===== config.mk =====
export PLATFORM = sky130hd
export DESIGN_NAME = fetch_unit_flat
export DESIGN_NICKNAME = d
export VERILOG_FILES = /design/src/rtl/fetch_unit_if.sv /design/src/rtl/fetch_unit.sv /design/src/flat_wrapper.sv
export SDC_FILE = /design/constraint.sdc
export NUM_CORES = 1
export LEC_CHECK = 0
export BUFFER_PORTS_ARGS = -buffer_cell sky130_fd_sc_hd__buf_2
export CAP_MARGIN = 20
export CORE_ASPECT_RATIO = 1.25
export CORE_MARGIN = 2
export CORE_UTILIZATION = 40
export CTS_BUF_LIST = sky130_fd_sc_hd__clkbuf_8
export CTS_CLUSTER_SIZE = 10
export DETAILED_ROUTE_END_ITERATION = 16
export GPL_TIMING_DRIVEN = 0
export PLACE_DENSITY = 0.67
export SYNTH_ARGS = -nofsm -noshare
export SYNTH_HDL_FRONTEND = slang
export SYNTH_SLANG_ARGS = --single-unit

===== constraint.sdc =====
create_clock -name clk -period 3.5 [get_ports clk]
set_input_delay 0.7 -clock clk [delete_from_list [all_inputs] [get_ports clk]]
set_output_delay 0.7 -clock clk [all_outputs]
set_load 0.05 [all_outputs]

===== src/rtl/fetch_unit_if.sv =====
`default_nettype none
// ============================================================================
// Module      : fetch_unit_if
// Description : Bundle of every non-clock, non-reset signal of the
//               instruction-fetch front end: the PC register loop, the
//               instruction-memory request/response channel, the branch
//               redirect input and the decode-side instruction stream.
//
// Signals (direction seen from the fetch unit, i.e. the master modport):
//   pc_in            in   XLEN  current PC (PC register output)
//   next_pc          out  XLEN  next PC (PC register input), combinational
//   imem_req_valid   out  1     fetch request valid
//   imem_req_ready   in   1     memory accepts the request
//   imem_addr        out  XLEN  word-aligned fetch address
//   imem_resp_valid  in   1     response data valid (single-cycle pulse)
//   imem_resp_data   in   ILEN  fetched instruction
//   redirect_valid   in   1     branch/jump redirect
//   redirect_pc      in   XLEN  redirect target
//   inst_valid       out  1     buffer head valid
//   inst_ready       in   1     decode accepts the head
//   inst_data        out  ILEN  head instruction
//   inst_pc          out  XLEN  PC of the head instruction
//
// Revision    : 1.0 - initial release
// ============================================================================
interface fetch_unit_if #(
  parameter int XLEN = 64,
  parameter int ILEN = 32
);

  // PC register loop
  logic [XLEN-1:0] pc_in;
  logic [XLEN-1:0] next_pc;

  // Instruction memory request channel
  logic            imem_req_valid;
  logic            imem_req_ready;
  logic [XLEN-1:0] imem_addr;

  // Instruction memory response channel
  logic            imem_resp_valid;
  logic [ILEN-1:0] imem_resp_data;

  // Control-flow redirect
  logic            redirect_valid;
  logic [XLEN-1:0] redirect_pc;

  // Decode-side instruction stream
  logic            inst_valid;
  logic            inst_ready;
  logic [ILEN-1:0] inst_data;
  logic [XLEN-1:0] inst_pc;

  // The fetch unit itself
  modport master (
    input  pc_in,
    output next_pc,
    output imem_req_valid,
    input  imem_req_ready,
    output imem_addr,
    input  imem_resp_valid,
    input  imem_resp_data,
    input  redirect_valid,
    input  redirect_pc,
    output inst_valid,
    input  inst_ready,
    output inst_data,
    output inst_pc
  );

  // The surroundings: PC register, instruction memory, branch unit, decode
  modport slave (
    output pc_in,
    input  next_pc,
    input  imem_req_valid,
    output imem_req_ready,
    input  imem_addr,
    output imem_resp_valid,
    output imem_resp_data,
    output redirect_valid,
    output redirect_pc,
    input  inst_valid,
    output inst_ready,
    input  inst_data,
    input  inst_pc
  );

endinterface : fetch_unit_if
`default_nettype wire


===== src/rtl/fetch_unit.sv =====
`default_nettype none
// ============================================================================
// Module      : fetch_unit
// Description : Instruction-fetch front end between the PC register and the
//               instruction memory. Issues at most one outstanding fetch,
//               buffers returned instructions (with their PCs) in a small
//               circular buffer for decode, and drives the PC register input.
//               The PC register has no enable, so the PC is held here by
//               feeding pc_in straight back whenever no fetch is accepted.
//
// Ports:
//   clk   in  1     clock, rising edge
//   rst   in  1     asynchronous, active-low reset
//   bus   --  fetch_unit_if.master (PC loop, imem channel, redirect, decode)
//
// Parameters:
//   DEPTH  instruction buffer entries (power of 2, >= 2)
//   XLEN   PC / address width
//   ILEN   instruction width
//
// Revision    : 1.0 - initial release
// ============================================================================
module fetch_unit #(
  parameter int DEPTH = 2,
  parameter int XLEN  = 64,
  parameter int ILEN  = 32
) (
  input  logic         clk,
  input  logic         rst,
  fetch_unit_if.master bus
);

  // --------------------------------------------------------------------------
  // Constants
  // --------------------------------------------------------------------------
  localparam int PTR_W = $clog2(DEPTH);
  // One extra bit so the count can represent a completely full buffer.
  localparam int CNT_W = PTR_W + 1;

  localparam logic [CNT_W-1:0] FULL_CNT  = CNT_W'(DEPTH);
  localparam logic [CNT_W-1:0] CNT_ONE   = CNT_W'(1);
  localparam logic [PTR_W-1:0] PTR_ONE   = PTR_W'(1);
  localparam logic [XLEN-1:0]  PC_STEP   = XLEN'(4);
  // Clears the two byte-offset bits to give a word-aligned fetch address.
  localparam logic [XLEN-1:0]  ADDR_MASK = ~XLEN'(3);

  // --------------------------------------------------------------------------
  // Request FSM encoding
  //   IDLE : nothing in flight, may issue
  //   WAIT : request accepted, its response will be buffered
  //   DROP : request accepted, its response is stale (redirect hit) and
  //          will be thrown away
  // --------------------------------------------------------------------------
  typedef enum logic [1:0] {
    ST_IDLE = 2'd0,
    ST_WAIT = 2'd1,
    ST_DROP = 2'd2
  } state_t;

  // --------------------------------------------------------------------------
  // State
  // --------------------------------------------------------------------------
  state_t            state_q,  state_d;
  logic [CNT_W-1:0]  count_q,  count_d;
  logic [PTR_W-1:0]  rd_ptr_q, rd_ptr_d;
  logic [PTR_W-1:0]  wr_ptr_q, wr_ptr_d;
  logic [XLEN-1:0]   req_pc_q, req_pc_d;

  // Instruction buffer storage: instruction word and the PC it came from
  logic [ILEN-1:0]   data_q [DEPTH];
  logic [XLEN-1:0]   pc_q   [DEPTH];

  // --------------------------------------------------------------------------
  // Combinational control
  // --------------------------------------------------------------------------
  logic [XLEN-1:0]   fetch_addr;
  logic              req_valid;
  logic              handshake;
  logic              buf_nonempty;
  logic              push;
  logic              pop;

  always_comb begin
    fetch_addr   = bus.pc_in & ADDR_MASK;
    buf_nonempty = (count_q != '0);

    // A request is only offered when a buffer slot is guaranteed for its
    // response; that is what lets a WAIT response be written unconditionally.
    // Holding rst low also suppresses the request so the PC is held.
    req_valid = rst
             && (state_q == ST_IDLE)
             && (count_q < FULL_CNT)
             && !bus.redirect_valid;
    handshake = req_valid && bus.imem_req_ready;

    // A response that coincides with a redirect belongs to the old path.
    push = (state_q == ST_WAIT) && bus.imem_resp_valid && !bus.redirect_valid;
    pop  = buf_nonempty && bus.inst_ready;
  end

  // --------------------------------------------------------------------------
  // FSM next state
  // --------------------------------------------------------------------------
  always_comb begin
    state_d = state_q;
    case (state_q)
      ST_IDLE: begin
        if (handshake) begin
          state_d = ST_WAIT;
        end
      end
      ST_WAIT: begin
        // A response always closes the transaction, even when a redirect in
        // the same cycle causes it to be discarded; only a redirect with the
        // response still outstanding needs the DROP state.
        if (bus.imem_resp_valid) begin
          state_d = ST_IDLE;
        end else if (bus.redirect_valid) begin
          state_d = ST_DROP;
        end
      end
      ST_DROP: begin
        if (bus.imem_resp_valid) begin
          state_d = ST_IDLE;
        end
      end
      default: begin
        state_d = ST_IDLE;
      end
    endcase
  end

  // --------------------------------------------------------------------------
  // Buffer bookkeeping and request PC
  // --------------------------------------------------------------------------
  always_comb begin
    count_d  = count_q;
    rd_ptr_d = rd_ptr_q;
    wr_ptr_d = wr_ptr_q;
    req_pc_d = req_pc_q;

    if (handshake) begin
      req_pc_d = fetch_addr;
    end

    if (bus.redirect_valid) begin
      // Flush. A pop this cycle has already been seen by decode, so nothing
      // further is needed to account for it.
      count_d  = '0;
      rd_ptr_d = '0;
      wr_ptr_d = '0;
    end else begin
      if (push) begin
        wr_ptr_d = wr_ptr_q + PTR_ONE;
      end
      if (pop) begin
        rd_ptr_d = rd_ptr_q + PTR_ONE;
      end
      case ({push, pop})
        2'b10:   count_d = count_q + CNT_ONE;
        2'b01:   count_d = count_q - CNT_ONE;
        default: count_d = count_q;
      endcase
    end
  end

  // --------------------------------------------------------------------------
  // Registers
  // --------------------------------------------------------------------------
  always_ff @(posedge clk or negedge rst) begin
    if (!rst) begin
      state_q  <= ST_IDLE;
      count_q  <= '0;
      rd_ptr_q <= '0;
      wr_ptr_q <= '0;
      req_pc_q <= '0;
      for (int i = 0; i < DEPTH; i++) begin
        data_q[i] <= '0;
        pc_q[i]   <= '0;
      end
    end else begin
      state_q  <= state_d;
      count_q  <= count_d;
      rd_ptr_q <= rd_ptr_d;
      wr_ptr_q <= wr_ptr_d;
      req_pc_q <= req_pc_d;
      if (push) begin
        data_q[wr_ptr_q] <= bus.imem_resp_data;
        pc_q[wr_ptr_q]   <= req_pc_q;
      end
    end
  end

  // --------------------------------------------------------------------------
  // Outputs
  // --------------------------------------------------------------------------
  // Redirect wins over sequential advance; otherwise the PC only moves when
  // memory actually accepted the fetch, which is what holds it on stall.
  assign bus.next_pc        = bus.redirect_valid ? bus.redirect_pc :
                              handshake          ? (bus.pc_in + PC_STEP) :
                                                   bus.pc_in;
  assign bus.imem_req_valid = req_valid;
  assign bus.imem_addr      = fetch_addr;

  assign bus.inst_valid     = buf_nonempty;
  assign bus.inst_data      = data_q[rd_ptr_q];
  assign bus.inst_pc        = pc_q[rd_ptr_q];

endmodule : fetch_unit
`default_nettype wire


===== src/flat_wrapper.sv =====
// flat-port wrapper written by rule: the top's interface ports become plain ports
module fetch_unit_flat 
#(
  parameter int DEPTH = 2,
  parameter int XLEN  = 64,
  parameter int ILEN  = 32
)
  (clk, rst, bus_pc_in, bus_next_pc, bus_imem_req_valid, bus_imem_req_ready, bus_imem_addr, bus_imem_resp_valid, bus_imem_resp_data, bus_redirect_valid, bus_redirect_pc, bus_inst_valid, bus_inst_ready, bus_inst_data, bus_inst_pc);
  fetch_unit_if #(.XLEN(XLEN), .ILEN(ILEN)) bus_i ();
  input  logic clk;
  input  logic rst;
  input wire logic [$bits(bus_i.pc_in)-1:0] bus_pc_in;
  output wire logic [$bits(bus_i.next_pc)-1:0] bus_next_pc;
  output wire logic [$bits(bus_i.imem_req_valid)-1:0] bus_imem_req_valid;
  input wire logic [$bits(bus_i.imem_req_ready)-1:0] bus_imem_req_ready;
  output wire logic [$bits(bus_i.imem_addr)-1:0] bus_imem_addr;
  input wire logic [$bits(bus_i.imem_resp_valid)-1:0] bus_imem_resp_valid;
  input wire logic [$bits(bus_i.imem_resp_data)-1:0] bus_imem_resp_data;
  input wire logic [$bits(bus_i.redirect_valid)-1:0] bus_redirect_valid;
  input wire logic [$bits(bus_i.redirect_pc)-1:0] bus_redirect_pc;
  output wire logic [$bits(bus_i.inst_valid)-1:0] bus_inst_valid;
  input wire logic [$bits(bus_i.inst_ready)-1:0] bus_inst_ready;
  output wire logic [$bits(bus_i.inst_data)-1:0] bus_inst_data;
  output wire logic [$bits(bus_i.inst_pc)-1:0] bus_inst_pc;
  assign bus_i.pc_in = bus_pc_in;
  assign bus_next_pc = bus_i.next_pc;
  assign bus_imem_req_valid = bus_i.imem_req_valid;
  assign bus_i.imem_req_ready = bus_imem_req_ready;
  assign bus_imem_addr = bus_i.imem_addr;
  assign bus_i.imem_resp_valid = bus_imem_resp_valid;
  assign bus_i.imem_resp_data = bus_imem_resp_data;
  assign bus_i.redirect_valid = bus_redirect_valid;
  assign bus_i.redirect_pc = bus_redirect_pc;
  assign bus_inst_valid = bus_i.inst_valid;
  assign bus_i.inst_ready = bus_inst_ready;
  assign bus_inst_data = bus_i.inst_data;
  assign bus_inst_pc = bus_i.inst_pc;
  fetch_unit #(.DEPTH(DEPTH), .XLEN(XLEN), .ILEN(ILEN)) u_core (.clk(clk), .rst(rst), .bus(bus_i));
endmodule

==> results of run 1 <==
-- placed cells by master, fill, tap and decap left out, drive strengths merged, types with 3 or more instances in the layout --
master / instances
conb: 4
diode: 4
nand4: 25
nor2b: 4
nor4: 25
xor2: 8
and4: 4
nor4b: 4
and2: 3
nor3: 14
nor2: 45
inv: 30
mux2: 285
clkbuf: 103
nand3: 25
a31oi: 19
and3: 9
o21ai: 66
dfrtp: 256
nand2: 232
a21oi: 3
nand2b: 4
buf: 511
bufbuf: 3
clkinv: 3
or2: 3
xnor2: 32
or3: 23
-- per-layer routing --
metal / vias up / wire (um) / global-route usage
met4: 6 / 1970 / 0.115
met2: 420 / 22600 / 0.437
met3: 118 / 2730 / 0.0574
met5: - / 41 / 0
li1: 5298 / - / -
met1: 5703 / 18300 / 0.308
-- report_power, final --
group	internal, W	total (W)	switching (W)
clock network	0.00132	0.00251	0.00119
registers	0.00356	0.00388	0.000321
logic	0.00129	0.00399	0.00271
-- cell families (layout without fill, tap and decap cells) --
kind of cell	Yosys count	in the layout	synth area share
other	1	8	0.000280
muxes	286	286	0.241
AOI/OAI and AO/OA	101	101	0.0431
adders and majority gates	1	1	0.000935
DFF	256	256	0.479
xor gates and xnor gates	40	40	0.0262
and+or+nand+nor	426	426	0.148
buffers and inverters	149	652	0.0621
-- stage by stage --
step,utilization,std cells,instance area [um^2],power (W),setup TNS (ps)
after floorplan,-,1263,13700,0.00677,-513
after global placement,0.493,2066,16200,0.00770,-1224250
after detailed placement,0.496,2069,16200,0.00779,-56640
after CTS,0.552,2165,18100,0.0104,-9660
after global routing,0.564,2185,18500,0.0109,-10210
final,0.564,2188,18500,0.0104,-6260
-- cell type report --
type / instances / area, um^2 / share of cell area
plain buffers: 131 / 822 / 0.0444
flip-flops and latches: 256 / 6410 / 0.346
diodes: 4 / 10.0 / 0.000541
multi-input cells: 858 / 7050 / 0.381
well taps: 418 / 523 / 0.0283
clock buffers: 48 / 661 / 0.0357
clock inverters: 20 / 119 / 0.00643
inverters: 14 / 52.6 / 0.00284
repair buffers: 439 / 2850 / 0.154
-- timing repair --
item                       in CTS  in global routing
buffers inserted               28                 17
resized for setup             184                 72
cloned                          4                  2
hold endpoints to repair       12                 12
setup endpoints to repair     111                145
pin swaps                      41                 42
-- sequential cells by signal, indices dropped and copies added (netlist names) --
register	count
u_core.pc_q	124
u_core.data_q	64
u_core.wr_ptr_q	1
u_core.count_q	2
u_core.rd_ptr_q	1
u_core.req_pc_q	62
u_core.state_q	2
-- worst min-delay path by stage --
stage / startpoint / endpoint
finish: rst / u_core.data_q[15]
global route: rst / u_core.pc_q[82]
CTS: rst / u_core.data_q[45]
detailed placement: u_core.req_pc_q[6] / u_core.req_pc_q[6]
global placement: u_core.req_pc_q[51] / u_core.req_pc_q[51]
floorplan: rst / u_core.count_q[0]
==> out/qor.csv, run 1 <==
metric,value,unit
maxCapViolations,0,
async_flop_share,1.00,
drt_iter0_drc,591,
htreeDepth,2,
areaGrowthSynthToFinish,38.3,%
cp_max_fo,10,
power.density,561,mW/mm^2
routed_via_density,5.28,
dp_hpwl,32500,um
p_leak,9.27,nW
reg2reg_from,u_core.state_q[0],
pre_cts_ws,-1280,ps
critPathCapture,bus_next_pc[43],
drive_gt1_frac,0.545,
syn_inst,1260,
cts_tree,yes,
io_pins,392,
path_cells,buf_2 -> nand3_4 -> or3_1 -> clkbuf_8 -> or4b_4 -> buf_6 -> or3_4 -> a31oi_4 -> buf_6,
yosysMostFrequentCell,mux2_2,
synth_seq_cells,256,
firstDrtPassIters,4,
clk_latency,570,ps
setup.worst_path.start,bus_pc_in[18],
holdWs,193,ps
drc_errors,0,
rsz0062_at_grt,true,
numCtsBuffers,42,
setup_ws,-362,ps
fin_nets,1909,
die_x,168,um
synthTopCellsByArea,"dfrtp_1 (48%), mux2_2 (24%), nand2_1 (6.5%)",
end_kind,primary output,
yosys.area.top_type,dfrtp_1,
gr-total-overflow,0,
routed_wl,45700,um
io_buffers,385,
clock_path_buffers,3,
worstSetupStartpointType,input pin,
synth_area,0.0134,mm^2
syn_avg_cell_area,10.6,um^2
crit_slowest_cell,or4b_4,
rows,74,
finalCritPeriodShare,1.10,
status,"finished, violations left",
synth_flop_cell,dfrtp_1,
path_clk_slew,60,ps
crit_type,in -> out,
critPathBufInv,4,
synth_edf_count,0,
rr_worst_depth,9,
skew,22.3,ps
cts_root_buffer,clkbuf_8,
die_h,208,um
slew_viol_final,0,
worst_pin_slew,1110,ps
cp_common_cell,buf_6,
cp.required,2800,ps
synth_cell_types,45,
via_count,11500,
setup_viol,37,
synth_top_area_frac,0.479,
crit_arrival,3160,ps
yosys-top-cells-count,"mux2_2 (285), dfrtp_1 (256), nand2_1 (232)",
antenna_found_initial,6,
drtAntennaViolNets,0,
hold_viol,0,
grt_max_degree,124,
fillers,2939,
ir_drop,0.266,mV
path_delay_family,simple AND/OR/NAND/NOR gates,
start_util,0.408,
dieArea,0.0349,mm^2
path_depth,9,
violations,setup timing,
min_period,3860,ps
routedWlPerCell,20.9,um
clock_sinks,256,
place.gp.congestion,0.821,
slew_headroom,0.263,
regToRegSetupSlack,360,ps
slowest_delay,620,ps
grt_pass1_vias,12000,
min_path_type,in -> async,
r2r_end,u_core.pc_q[82],
fmax,0.259,GHz
grt_pass1_wl,68900,um
yosys_warnings,0,
synth-seq-area-share,0.479,
track_usage,0.256,
coreArea,0.0328,mm^2
(Power assumes the default switching activity.)
==> inputs of run 2 (changes only) <==
==> constraint.sdc (replaced) <==
create_clock -name clk -period 3.5 [get_ports clk]
set_input_delay 0.7 -clock clk [delete_from_list [all_inputs] [get_ports clk]]
set_output_delay 0.7 -clock clk [all_outputs]
set_load 0.005 [all_outputs]
==> run 2 against run 1 <==
The flow still finishes with violations (setup timing). Combinational power shrank 45%. Largest power group is now registers. Clock skew shrank 9.3 ps. Total power decreased by 17%. Highest routed layer unchanged. Global-route usage fell by 0.34 points.
==> out/qor.csv, run 2 (synthesized netlist as in run 1, its figures left out) <==
metric,value,unit
path_clk_slew,60,ps
largestRegisters,"u_core.pc_q: 124 flops, u_core.data_q: 64 flops, u_core.req_pc_q: 62 flops",
worstSetupStartpointType,input pin,
skew,12.9,ps
end_kind,primary output,
drc_errors,0,
io_pins,392,
drive_gt1_frac,0.519,
gr-total-overflow,0,
min_period,3820,ps
path_delay_family,simple AND/OR/NAND/NOR gates,
finish.utilization,0.545,
critPathBufInv,3,
die_x,168,um
track_usage,0.252,
firstDrtPassIters,5,
clock_path_buffers,3,
hold_viol,0,
routed_wl,44900,um
setup_ws,-315,ps
via_count,11400,
status,"finished, violations left",
power.density,485,mW/mm^2
numCtsBuffers,42,
cts_tree,yes,
htreeDepth,2,
largest_reg_flops,124,
slowest_delay,590,ps
fin_setup_tns,-3830,ps
grt_max_degree,128,
p_total,0.00866,W
slew_viol_final,0,
finalCritPeriodShare,1.09,
cp.required,2800,ps
fin_nets,1898,
antenna_found_initial,5,
min_path_type,in -> async,
reg2reg_from,u_core.state_q[1],
coreArea,0.0328,mm^2
setup.worst_path.start,bus_pc_in[15],
die_h,208,um
drt_iter0_drc,619,
fmax,0.262,GHz
maxCapViolations,0,
areaGrowthSynthToFinish,33.5,%
ir_drop,0.258,mV
most-common-layout-cells,"buf_2 (384), mux2_2 (284), dfrtp_1 (256), nand2_1 (232), buf_4 (85)",
violations,setup timing,
worst_pin_slew,845,ps
grt_pass1_wl,68000,um
clock_sinks,256,
drtAntennaViolNets,0,
slew_headroom,0.437,
top_register,u_core.pc_q,
dp_hpwl,32200,um
clk_latency,570,ps
crit_slowest_cell,or4b_4,
start_util,0.408,
crit_arrival,3120,ps
cts_root_buffer,clkbuf_8,
routed_via_density,5.24,
rsz0062_at_grt,true,
cp_max_fo,10,
routedWlPerCell,20.6,um
io_buffers,385,
place.gp.congestion,0.830,
final_common_cell,buf_2,
setup_viol,27,
p_leak,9.04,nW
rows,74,
crit_type,in -> out,
dieArea,0.0349,mm^2
path_cells,buf_2 -> nand4_1 -> or3_4 -> or4b_4 -> buf_6 -> or3_4 -> a31oi_4 -> buf_2,
grt_pass1_vias,11700,
==> run 2: cell types whose count changed in the layout (fill, tap and decap cells not counted), sizes merged <==
cell and change:
inv -1, clkbuf +1, diode -3, clkinv +2, buf -10, bufbuf +1
==> run 2: final cells by class <==
type,instances,area [um^2]
flip-flops and latches,256,6410
multi-input cells,858,6750
fillers,2962,14900
clock inverters,21,121
clock buffers,51,702
diodes,1,2.50
well taps,418,523
inverters,14,52.6
plain buffers,131,803
repair buffers,428,2490
==> run 2: worst paths after layout <==
kind	slack [ps]	depth (start not counted)	end
worst max-delay path	-320	8	bus_next_pc[49]
worst min-delay path	60	1	u_core.data_q[17]
worst max register to register	380	9	u_core.pc_q[82]
worst min register to register	490	2	u_core.req_pc_q[23]
max in group asynchronous	2500	2	u_core.data_q[16]
min in group clk	350	2	u_core.state_q[1]
==> run 2: per-stage QoR <==
step / hold slack [ps] / instances / area (um^2) / setup WS [ps]
6_report: 57.4 / 2178 / 17900 / -315
3_3_place_gp: 476 / 2066 / 15800 / -5410
5_1_grt: 35.7 / 2177 / 17900 / -357
4_1_cts: 17.7 / 2166 / 17500 / -349
3_5_place_dp: 480 / 2071 / 15900 / -1270
2_1_floorplan: 404 / 1263 / 13400 / 2.23
==> run 2: worst reg2reg max path, stage by stage, from the launching register on <==
cell      delay, ps
dfrtp_1         400
buf_6           130
buf_4           120
buf_4           130
nor2_1          200
nand2_1         190
nor3_2          400
clkbuf_2        450
clkbuf_1        570
mux2_2          410
==> run 2: timing repair <==
| action | 4_1_cts | 5_1_grt |
|---|---|---|
| buffers inserted | 19 | 13 |
| cloned | 6 | 0 |
| gates resized for setup | 94 | 57 |
| hold buffers | 1 | 0 |
| setup endpoints to repair | 112 | 48 |
| pin swaps | 39 | 43 |
| hold endpoints to repair | 9 | 0 |
==> run 2: power breakdown <==
part | internal (W) | switching [W] | total (W)
Sequential | 0.00356 | 0.000315 | 0.00387
Clock | 0.00139 | 0.00121 | 0.00260
Combinational | 0.00121 | 0.000977 | 0.00219
Total | 0.00616 | 0.00250 | 0.00866
==> run 2: routing by layer <==
metal	track usage	part of all wire	up-vias
li1	-	-	5279
met1	0.309	0.41	5668
met2	0.448	0.51	391
met3	0.0485	0.055	69
met4	0.0783	0.024	8
met5	0	0.0011	-
